## config.mk

```make
export PLATFORM = sky130hd
export DESIGN_NAME = aha_clock_select_ctrl
export DESIGN_NICKNAME = d
export VERILOG_FILES = /design/src/rtl/aha_clock_select_ctrl.sv
export SDC_FILE = /design/constraint.sdc
export NUM_CORES = 1
export LEC_CHECK = 0
export CAP_MARGIN = 20
export CORE_MARGIN = 2
export CORE_UTILIZATION = 51
export DETAILED_ROUTE_END_ITERATION = 10
export PLACE_DENSITY = 0.76
export SYNTH_ARGS = -nofsm -noshare
export SYNTH_HDL_FRONTEND = slang
export SYNTH_SLANG_ARGS = --single-unit
```

## constraint.sdc

```tcl
create_clock -name CLK -period 2.09 [get_ports CLK]
set_clock_uncertainty 0.1 [all_clocks]
set_input_delay 0.418 -clock CLK [delete_from_list [all_inputs] [get_ports CLK]]
set_output_delay 0.418 -clock CLK [all_outputs]
set_load 0.02 [all_outputs]
```

## src/rtl/aha_clock_select_ctrl.sv

```systemverilog
// aha_clock_select_ctrl: drives the shared SELECT bus of the glitch-free
// clock-switch slices and sequences each switch on the always-on CLK.
// Ports: CLK/RESETn reference clock and async active-low reset;
//   REQ_VALID/REQ_SEL/REQ_READY switch request handshake;
//   EN_IN slice enables (async to CLK); SELECT bus to slices;
//   CUR_SEL last committed source; BUSY switch in progress;
//   DONE one-cycle completion pulse; ERR sticky {bad select, timeout};
//   ERR_CLR clears ERR (a same-cycle set wins).
module aha_clock_select_ctrl #(
    parameter int NUM_CLKS    = 6,
    parameter int SYNC_STAGES = 2,
    parameter int TIMEOUT     = 255,
    parameter int RESET_SEL   = 0
) (
    input  logic                CLK,
    input  logic                RESETn,
    input  logic                REQ_VALID,
    input  logic [2:0]          REQ_SEL,
    output logic                REQ_READY,
    input  logic [NUM_CLKS-1:0] EN_IN,
    output logic [2:0]          SELECT,
    output logic [2:0]          CUR_SEL,
    output logic                BUSY,
    output logic                DONE,
    output logic [1:0]          ERR,
    input  logic                ERR_CLR
);
    typedef enum logic [1:0] {
        S_INIT,
        S_IDLE,
        S_OFF,
        S_ON
    } state_t;

    localparam logic [2:0]          RSEL   = 3'(RESET_SEL);
    localparam logic [3:0]          NCLK   = 4'(NUM_CLKS);
    localparam logic [15:0]         TO_MAX = 16'(TIMEOUT);
    localparam logic [15:0]         TO_M1  = 16'(TIMEOUT - 1);
    localparam logic [NUM_CLKS-1:0] ONE    = NUM_CLKS'(1);

    state_t              state;
    logic [15:0]         cnt;
    logic [NUM_CLKS-1:0] sync_q [SYNC_STAGES];
    logic [NUM_CLKS-1:0] en_s;
    logic [NUM_CLKS-1:0] tgt_oh;
    logic [NUM_CLKS-1:0] old_oh;
    logic                off_ok;
    logic                on_ok;
    logic                expire;
    logic                accept;
    logic                bad_sel;
    logic                timeout;

    always_ff @(posedge CLK or negedge RESETn) begin
        if (!RESETn) begin
            for (int i = 0; i < SYNC_STAGES; i++)
                sync_q[i] <= '0;
        end else begin
            sync_q[0] <= EN_IN;
            for (int i = 1; i < SYNC_STAGES; i++)
                sync_q[i] <= sync_q[i-1];
        end
    end

    assign en_s   = sync_q[SYNC_STAGES-1];
    // SELECT always holds the target of the phase in progress
    assign tgt_oh = ONE << SELECT;
    assign old_oh = ONE << CUR_SEL;
    assign off_ok = (en_s & old_oh) == '0;
    assign on_ok  = en_s == tgt_oh;

    // counter holds TIMEOUT-1 in the cycle that completes the budget
    assign expire  = cnt >= TO_M1;
    assign accept  = REQ_VALID && (state == S_IDLE);
    assign bad_sel = accept && ({1'b0, REQ_SEL} >= NCLK);
    assign timeout = expire && (
        ((state == S_INIT) && !on_ok) ||
        ((state == S_OFF)  && !off_ok) ||
        ((state == S_ON)   && !on_ok));

    assign REQ_READY = state == S_IDLE;
    assign BUSY      = state != S_IDLE;

    always_ff @(posedge CLK or negedge RESETn) begin
        if (!RESETn) begin
            state   <= S_INIT;
            SELECT  <= RSEL;
            CUR_SEL <= RSEL;
            DONE    <= 1'b0;
            cnt     <= '0;
        end else begin
            DONE <= 1'b0;
            unique case (state)
                S_INIT: begin
                    if (on_ok) begin
                        state <= S_IDLE;
                    end else if (timeout) begin
                        CUR_SEL <= SELECT;
                        cnt     <= TO_MAX;
                        state   <= S_IDLE;
                    end else begin
                        cnt <= cnt + 16'd1;
                    end
                end
                S_IDLE: begin
                    if (accept) begin
                        unique case (1'b1)
                            bad_sel: begin
                            end
                            (REQ_SEL == CUR_SEL): begin
                                DONE <= 1'b1;
                            end
                            default: begin
                                SELECT <= REQ_SEL;
                                cnt    <= '0;
                                state  <= S_OFF;
                            end
                        endcase
                    end
                end
                S_OFF: begin
                    if (off_ok) begin
                        cnt   <= '0;
                        state <= S_ON;
                    end else if (timeout) begin
                        CUR_SEL <= SELECT;
                        cnt     <= TO_MAX;
                        state   <= S_IDLE;
                    end else begin
                        cnt <= cnt + 16'd1;
                    end
                end
                S_ON: begin
                    if (on_ok) begin
                        CUR_SEL <= SELECT;
                        DONE    <= 1'b1;
                        state   <= S_IDLE;
                    end else if (timeout) begin
                        CUR_SEL <= SELECT;
                        cnt     <= TO_MAX;
                        state   <= S_IDLE;
                    end else begin
                        cnt <= cnt + 16'd1;
                    end
                end
                default: state <= S_INIT;
            endcase
        end
    end

    always_ff @(posedge CLK or negedge RESETn) begin
        if (!RESETn)
            ERR <= 2'b00;
        else
            ERR <= (ERR & ~{2{ERR_CLR}}) | {bad_sel, timeout};
    end

endmodule

```

## Word level (Yosys, flattened, before mapping)

Index checks and enable logic that the tools add are counted.

| cells by class | value |
|---|---|
| reductions and logical operators | 19 |
| eq/ne operators | 11 |
| shift-type cells | 2 |
| add/sub/neg operators | 1 |
| muxes and demuxes | 21 |
| magnitude comparators | 2 |
| bitwise logic cells | 5 |

Operators by type and width:

| kind | number |
|---|---|
| two-way mux 16 bit | 5 |
| case mux 16 bit (3 select lines) | 1 |
| adder 16 x 1 -> 16 bit, second input constant | 1 |
| greater-or-equal comparator 16 x 8 -> 1 bit, second input constant | 1 |
| two-way mux 3 bit | 4 |
| << shifter 1 x 3 -> 6 bit, first input constant | 2 |
| two-way mux 2 bit | 5 |
| case mux 3 bit (3 select lines) | 1 |
| AND reduction 3 bit | 3 |
| != test 2 bit, second input constant | 4 |
| AND 6 bit | 1 |
| == test 6 bit | 1 |
| logical AND 1 bit | 6 |
| logical NOT 6 bit | 1 |
| case mux 2 bit (3 select lines) | 1 |
| == test 2 bit, second input constant | 2 |
| != test 2 x 1 -> 1 bit, second input constant | 2 |
| OR reduction 2 bit | 2 |
| == test 3 bit | 1 |
| greater-or-equal comparator 3 bit, second input constant | 1 |
| two-way mux 1 bit | 3 |
| nonzero test 3 bit | 1 |
| AND 2 bit | 1 |
| == test 2 x 1 -> 1 bit, second input constant | 1 |
| other kinds (8) | 10 |

| word-level totals | value |
|---|---|
| bits in registers | 39 |
| bits of input ports | 13 |
| logic and storage cells | 69 |
| output and inout bits | 11 |

## Longest topological paths before layout

Gate-level depths: netlist of run 1.

| depth | value |
|---|---|
| word-level depth | 11 |
| depth in mapped cells | 9 |
| mapped depth without buffers | 8 |

## Worst setup path before layout of run 1

OpenSTA, ideal clock, no wires.

| timing | value |
|---|---|
| path kind | flip-flop to flip-flop |
| start | register CUR_SEL[2] |
| end | register CUR_SEL[0] |
| cell stages (with the launch flop) | 8 |
| data arrival time | 1.985 ns |
| path buffers | 1 |
| period minus slack after synthesis | 2.212 ns |
| path slack | -0.122 ns |
| library setup time | 0.128 ns |
| cells stage by stage | dfrtp_1 > buf_6 > mux2i_1 > o32a_1 > a21oi_2 > o311ai_1 > a211oi_2 > mux2_1 |

| between the ends | value |
|---|---|
| word-level cells in the longest chain between the ends | 11 |
| elaborated cells on any way between the ends | 15 |

RTL lines:

| item | line | RTL |
|---|---|---|
| start: declaration | 22 | `output logic [2:0] CUR_SEL,` |
| start signal: assignment | 88 | `CUR_SEL <= RSEL;` |
| start signal: assignment | 98 | `CUR_SEL <= SELECT;` |
| start signal: assignment | 126 | `CUR_SEL <= SELECT;` |
| << shifter 1 x 3 -> 6 bit * | 68 | `assign old_oh = ONE << CUR_SEL;` |
| AND 6 bit * | 69 | `assign off_ok = (en_s & old_oh) == '0;` |
| logical NOT 6 bit * | 69 |  |
| logical NOT 1 bit | 78 | `((state == S_OFF) && !off_ok) \|\|` |
| logical AND 1 bit | 78 |  |
| logical OR 1 bit | 77 | `((state == S_INIT) && !on_ok) \|\|` |
| logical OR 1 bit | 78 |  |
| logical AND 1 bit | 76 | `assign timeout = expire && (` |
| two-way mux 3 bit | - |  |
| two-way mux 3 bit, on equally long branches | - |  |
| case mux 3 bit (3 select lines) | - |  |

Mark *: on every way between the ends. The rest lies on a longest branch, timed or not. The select of a mux whose other input is x is not followed.
A chain may end at the register's enable or synchronous reset.

## Worst setup path in the final report of run 1

| timing | value |
|---|---|
| start | register cnt[0] |
| end | register CUR_SEL[1] |

| between the ends | value |
|---|---|
| word-level cells in the longest chain between the ends | 5 |
| elaborated cells on any way between the ends | 7 |

RTL lines:

| item | line | RTL |
|---|---|---|
| start: declaration | 42 | `logic [15:0] cnt;` |
| start signal: assignment | 102 | `cnt <= cnt + 16'd1;` |
| start signal: assignment | 130 | `cnt <= cnt + 16'd1;` |
| start signal: assignment | 143 | `cnt <= cnt + 16'd1;` |
| greater-or-equal comparator 16 x 8 -> 1 bit * | 73 | `assign expire = cnt >= TO_M1;` |
| logical AND 1 bit * | 76 |  |
| two-way mux 3 bit * | - |  |
| two-way mux 3 bit, on equally long branches | - |  |
| case mux 3 bit (3 select lines) * | - |  |

Marked as above.

==> results of run 1 <==
==> synth_stat cells, types with 3 or more instances <==
cell type | n | area [um^2]
a211oi_2 | 3 | 37.5
a21oi_1 | 6 | 30.0
clkbuf_1 | 4 | 15.0
dfrtp_1 | 39 | 976
ha_1 | 7 | 87.6
inv_1 | 14 | 52.6
mux2_1 | 3 | 33.8
mux2_2 | 5 | 56.3
nand2_1 | 31 | 116
nand2b_1 | 5 | 31.3
nand3_1 | 8 | 40.0
nand4_1 | 5 | 31.3
nor2_1 | 21 | 78.8
nor3_1 | 6 | 30.0
nor4_1 | 3 | 18.8
o211ai_1 | 13 | 97.6
o21a_1 | 3 | 22.5
o21ai_0 | 12 | 60.1
o22ai_1 | 4 | 25.0
o311ai_1 | 4 | 35.0
o32ai_1 | 4 | 35.0
or3_1 | 3 | 18.8
==> cell families (layout without fill, tap and decap cells) <==
kind of cell	Yosys count	after routing	synth area share
XOR/XNOR	3	3	0.0111
flip-flops	39	39	0.412
multiplexers	10	10	0.0465
adder cells (fa/ha/maj)	7	7	0.0370
AO/OA/AOI/OAI	76	77	0.260
buffers and inverters	20	112	0.0381
AND/OR/NAND/NOR	95	95	0.195
==> report_power, final <==
part | leakage [nW] | total [mW] | internal (mW) | switching (mW)
sequential | 0.499 | 0.968 | 0.860 | 0.108
combinational | 0.906 | 2.11 | 0.925 | 1.18
clock | 0.0587 | 0.662 | 0.362 | 0.300
total | 1.46 | 3.74 | 2.15 | 1.59
==> worst max-delay path, stage by stage (launching register included) <==
cell	delay, ps
dfrtp_1	400
inv_1	70
ha_1	140
nor2_1	60
o311a_4	350
a21oi_4	170
o311ai_2	120
a211oi_2	150
buf_4	170
mux2_4	300
==> final timing paths <==
| kind | from | to | slack (ps) | cells after the start |
|---|---|---|---|---|
| worst min-delay path | RESETn | cnt[10]$_DFFE_PN0P_ | -9 | 1 |
| worst max-delay path | cnt[0]$_DFFE_PN0P_ | CUR_SEL[1]$_DFFE_PN0P_ | -60 | 9 |
| worst max register to register | cnt[0]$_DFFE_PN0P_ | CUR_SEL[1]$_DFFE_PN0P_ | -60 | 9 |
| min in group CLK | sync_q[10]$_DFF_PN0_ | en_s[4]$_DFF_PN0_ | 250 | 0 |
| max in group asynchronous | RESETn | cnt[2]$_DFFE_PN0P_ | 1280 | 2 |
| worst min register to register | sync_q[10]$_DFF_PN0_ | en_s[4]$_DFF_PN0_ | 250 | 0 |
==> cell usage in the layout (no fill, tap or decap), types with 2 or more instances in the layout <==
master / count
o21ai_4: 2
nor2_2: 5
dfrtp_1: 34
mux2_2: 5
a211oi_2: 3
o21ai_1: 2
or3_1: 3
clkdlybuf4s50_1: 20
nand2_1: 31
buf_4: 63
nor4_2: 2
nand4_1: 5
dfrtp_2: 5
o21a_1: 2
inv_1: 13
o21ai_0: 10
mux2_4: 3
and3_1: 2
o221ai_1: 2
nor2_1: 17
a21oi_1: 5
o22ai_1: 4
buf_6: 4
nand3_1: 8
o311ai_1: 3
nand2b_1: 5
o311ai_2: 2
nor3_1: 5
a31oi_1: 2
o32ai_1: 3
a21oi_2: 2
o211ai_1: 13
clkbuf_8: 5
a31o_4: 2
xnor2_1: 2
ha_1: 7
dlygate4sd2_1: 2
nor2b_1: 2
==> per-stage QoR <==
step                      setup WS, ps   util  area [um^2]
after floorplan                  -35.4      -         2380
after global placement            -177  0.696         3070
after detailed placement          -252  0.696         3070
after CTS                        -15.6  0.736         3250
after global routing              -161  0.775         3420
final                            -60.7  0.775         3420
==> per-layer routing <==
layer  up-vias  global-route usage  share of wire  routed length [um]
met3        23              0.0583          0.056                 372
li1       1132                   -              -                   -
met2       100               0.428           0.50                3380
met1      1162               0.315           0.41                2730
met4         0               0.136          0.032                 214
met5         -                   0              0                   0
==> registers in the layout, summed over array words and instances, names as in the netlist <==
register  cells
cnt          16
en_s          6
sync_q        6
CUR_SEL       3
SELECT        3
ERR           2
state         2
DONE          1
==> final cells by class <==
class | count | area, um^2
clock buffers | 5 | 68.8
repair buffers | 90 | 741
fillers | 314 | 993
flip-flops and latches | 39 | 982
clock inverters | 3 | 47.5
well taps | 52 | 65.1
inverters | 14 | 52.6
multi-input cells | 192 | 1460
==> what timing repair did <==
action,4_1_cts,5_1_grt
setup buffers,1,7
gates resized for setup,13,24
pin swaps,1,9
hold buffers,0,0
setup endpoints to repair,14,24
cloned,0,1
==> impl_metrics.yaml, run 1 <==
hold_path:
  hold_path.class: "in -> async"
drt:
  wl_per_cell_um: 16.9
  drc: 0
  totalWireLength_mm: 6.69
  drt_iter0_drc: 197
  viasPerCell: 6.12
  drtAntennaViolNets: 0
  num_vias: 2417
  dr.pass1.iters: 4
placement:
  gp_congestion: 0.905
  dp_hpwl_mm: 4.57
  io_buffer_count: 23
  dp.cells: 378
logic_synthesis:
  synth.avg_cell_area_um2: 9.46
  ys_ff_latch: 39
  synth_nets: 270
  synth_enable_flop_cells: 0
  synth_cell_types: 59
  synthArstFlopShare: 1.00
  ys.flop_type: "dfrtp_1"
  syn_area_mm2: 0.00237
  yosysSeqAreaShare: 0.412
  ys_warn_count: 0
  syn_inst: 250
clocking:
  cts_tree: "done"
  clock_latency_ps: 300
  root_buffer: "clkbuf_8"
  clk_pin_slew_ps: 90
  cts_buffers: 5
  clockBufferDepth: 2
  cts_num_sinks: 39
  htree_levels: 2
setup_path:
  worstPathArrival_ps: 2240
  critPathMaxFanout: 5
  cp-start-kind: "flop"
  crit_type: "reg -> reg"
  critPathCaptureType: "flop"
  crit_required_ps: 2180
final_layout:
  drive_above_1_share: 0.359
  nets: 362
  layoutNonFillerInstCount: 395
  syn2layout_area_growth_pct: 44.6
  antenna_cells: 0
global_route:
  grt_pass1_vias: 2325
  grt_use_total: 0.259
  grt_max_degree: 27
  gr-total-overflow: 0
  antenna_found_initial: 0
  grt_pass1_wl_mm: 10.4
power:
  p_total_mw: 3.74
  cellLeakagePower_nw: 1.46
  vdd_ir_drop_max_uv: 985
  powerDensity_mw_per_mm2: 1090
floorplanning:
  die_width_um: 72.1
  die_area_mm2: 0.00520
  coreArea_mm2: 0.00441
  num_rows: 24
  io_pins: 24
  start_util: 0.536
  fp.dieH_um: 72.1
status:
  violations: "negative hold slack, negative setup slack"
  outcome: "finished, violations left"
sta:
  worstMarginPinSlew_ps: 557
  hold_viol_final: 7
  relSlewSlack: 0.629
  setup_violations: 9
  max_freq_mhz: 465
  rsz0062_at_grt: "yes"
  finalSetupTns_ps: -365
  worst_slack_ps: -60.7
  fin_hold_ws_ps: -8.52
  slew_viol_final: 0
  finalCritPeriodShare: 1.03
  period_needed_ps: 2150
run:
  maxCapViolCount: 0
(Power assumes the default switching activity.)
==> inputs of run 2 (changes only) <==
- CAP_MARGIN: 20 -> not set
- CORE_MARGIN: 2 -> 10
- PLACE_DENSITY: 0.76 -> 0.84
==> run 2 against run 1 <==
- first-iteration DRC count grew 30%
- global-route usage down 8.2 points
- via count grew 7.9%
- final area grew 0.99%
- die area rose by 49%
- the run ends with negative setup slack left
- worst hold slack improved by 260 ps
- core utilization rose by 0.77 points
- sequential cell count unchanged
- critical path depth fell by 1
==> impl_metrics.yaml, run 2 (synthesis results as in run 1) <==
sta:
  worst_slack_ps: -152
  max_freq_mhz: 446
  finalCritPeriodShare: 1.07
  hold_viol_final: 0
  period_needed_ps: 2240
  slew_viol_final: 0
  worstMarginPinSlew_ps: 467
  relSlewSlack: 0.687
  rsz0062_at_grt: "yes"
  setup_violations: 22
  fin_hold_ws_ps: 255
drt:
  num_vias: 2608
  wl_per_cell_um: 20.8
  viasPerCell: 6.70
  drc: 0
  totalWireLength_mm: 8.11
  dr.pass1.iters: 5
  drtAntennaViolNets: 0
  drt_iter0_drc: 257
floorplanning:
  start_util: 0.536
  io_pins: 24
  die_area_mm2: 0.00776
  fp.dieH_um: 88.1
  coreArea_mm2: 0.00441
  num_rows: 24
  die_width_um: 88.1
global_route:
  grt_use_met1: 0.199
  grt_use_total: 0.177
  grt_pass1_vias: 2425
  gr-total-overflow: 0
  grt_max_degree: 15
  antenna_found_initial: 0
  grt-busiest-layer: "met2"
  grtUsageMet2: 0.307
  met3_usage: 0.0501
  grt_pass1_wl_mm: 11.1
power:
  power_frac_seq: 0.248
  vdd_ir_drop_max_uv: 733
  p_int_mw: 2.18
  p_sw_mw: 1.76
  cellLeakagePower_nw: 1.44
  powerDensity_mw_per_mm2: 1140
  pwr-share-comb: 0.582
  p_total_mw: 3.95
  pwr-share-clk: 0.170
  swShare: 0.447
setup_path:
  regToRegSetupSlack_ps: -150
  r2r-start: "CUR_SEL[2]$_DFFE_PN0P_"
  crit_end: "cnt[13]$_DFFE_PN0P_"
  r2r-end: "cnt[13]$_DFFE_PN0P_"
  critPathMaxFanout: 5
  crit_required_ps: 2180
  critPathCaptureType: "flop"
  r2r_cells: 8
  startpoint: "CUR_SEL[2]$_DFFE_PN0P_"
  cp-start-kind: "flop"
  crit_type: "reg -> reg"
  worstPathArrival_ps: 2330
clocking:
  clockBufferDepth: 2
  clock_latency_ps: 310
  cts_num_sinks: 39
  root_buffer: "clkbuf_8"
  htree_levels: 2
  cts_buffers: 5
  clk_pin_slew_ps: 90
  cts_tree: "done"
final_layout:
  top_register: "cnt"
  fin_area_mm2: 0.00345
  nets: 356
  largest_register_ffs: 16
  drive_above_1_share: 0.395
  fill_cells: 244
  syn2layout_area_growth_pct: 46.0
  antenna_cells: 0
  mostFrequentLayoutCell: "buf_4"
  layout_common_cells: "buf_4, dfrtp_1, nand2_1, clkdlybuf4s50_1, nor2_1"
status:
  outcome: "finished, violations left"
  violations: "negative setup slack"
run:
  maxCapViolCount: 0
placement:
  dpl_cell_area_mm2: 0.00305
  dp_slack_ps: -271
  gp_congestion: 0.885
  io_buffer_count: 23
  dp_hpwl_mm: 4.84
hold_path:
  hold_path.class: "reg -> reg"
## run 2: layer usage
layer / vias up / routed length, um
met2: 168 / 3920
met1: 1260 / 3100
li1: 1122 / -
met5: - / 0
met4: 0 / 431
met3: 58 / 661
## run 2: final cells by class
cell class / count / area [um^2] / share of cell area
Clock buffer: 5 / 68.8 / 0.0199
Clock inverter: 3 / 46.3 / 0.0134
Inverter: 14 / 52.6 / 0.0152
Multi-Input combinational cell: 192 / 1530 / 0.444
Sequential cell: 39 / 983 / 0.285
Tap cell: 52 / 65.1 / 0.0188
Timing Repair Buffer: 84 / 706 / 0.204
## run 2: repair_timing
item / CTS / global route
pin swaps: 2 / 10
endpoints found under the setup margin: 18 / 26
gates resized for setup: 13 / 45
hold endpoints to repair: 12 / 0
cloned: 1 / 0
hold buffers: 1 / 0
setup buffers: 1 / 3
## run 2: worst min-delay path by stage
stage	start	endpoint	slack (ps)	cells after the start
6_report	sync_q[7]$_DFF_PN0_	en_s[1]$_DFF_PN0_	260	0
5_1_grt	sync_q[7]$_DFF_PN0_	en_s[1]$_DFF_PN0_	260	0
4_1_cts	sync_q[9]$_DFF_PN0_	en_s[3]$_DFF_PN0_	250	0
3_5_place_dp	sync_q[9]$_DFF_PN0_	en_s[3]$_DFF_PN0_	230	0
3_3_place_gp	sync_q[6]$_DFF_PN0_	en_s[0]$_DFF_PN0_	230	0
2_1_floorplan	RESETn	CUR_SEL[0]$_DFFE_PN0P_	20	0
## run 2: metrics by stage
stage	instances	utilization	setup TNS (ps)
2_1_floorplan	250	-	-103
4_1_cts	386	0.732	-248
3_3_place_gp	375	0.691	-2540
6_report	389	0.783	-1830
3_5_place_dp	375	0.691	-4560
5_1_grt	389	0.783	-3710
## run 2: power groups by stage
stage,logic [mW],registers [mW],clock network [mW]
floorplan,0.947,1.03,0
global placement,1.72,0.959,0
detailed placement,1.76,0.967,0
CTS,1.85,0.958,0.665
global route,2.42,0.991,0.704
finish,2.30,0.978,0.672
## run 2: worst max-delay path: stages, from the launching register on
cell and delay, ps:
dfrtp_2 450, mux2i_1 320, o32a_1 320, a21oi_2 110, buf_4 170, and4_2 260, buf_4 150, o21ai_1 130
nand3_1 120
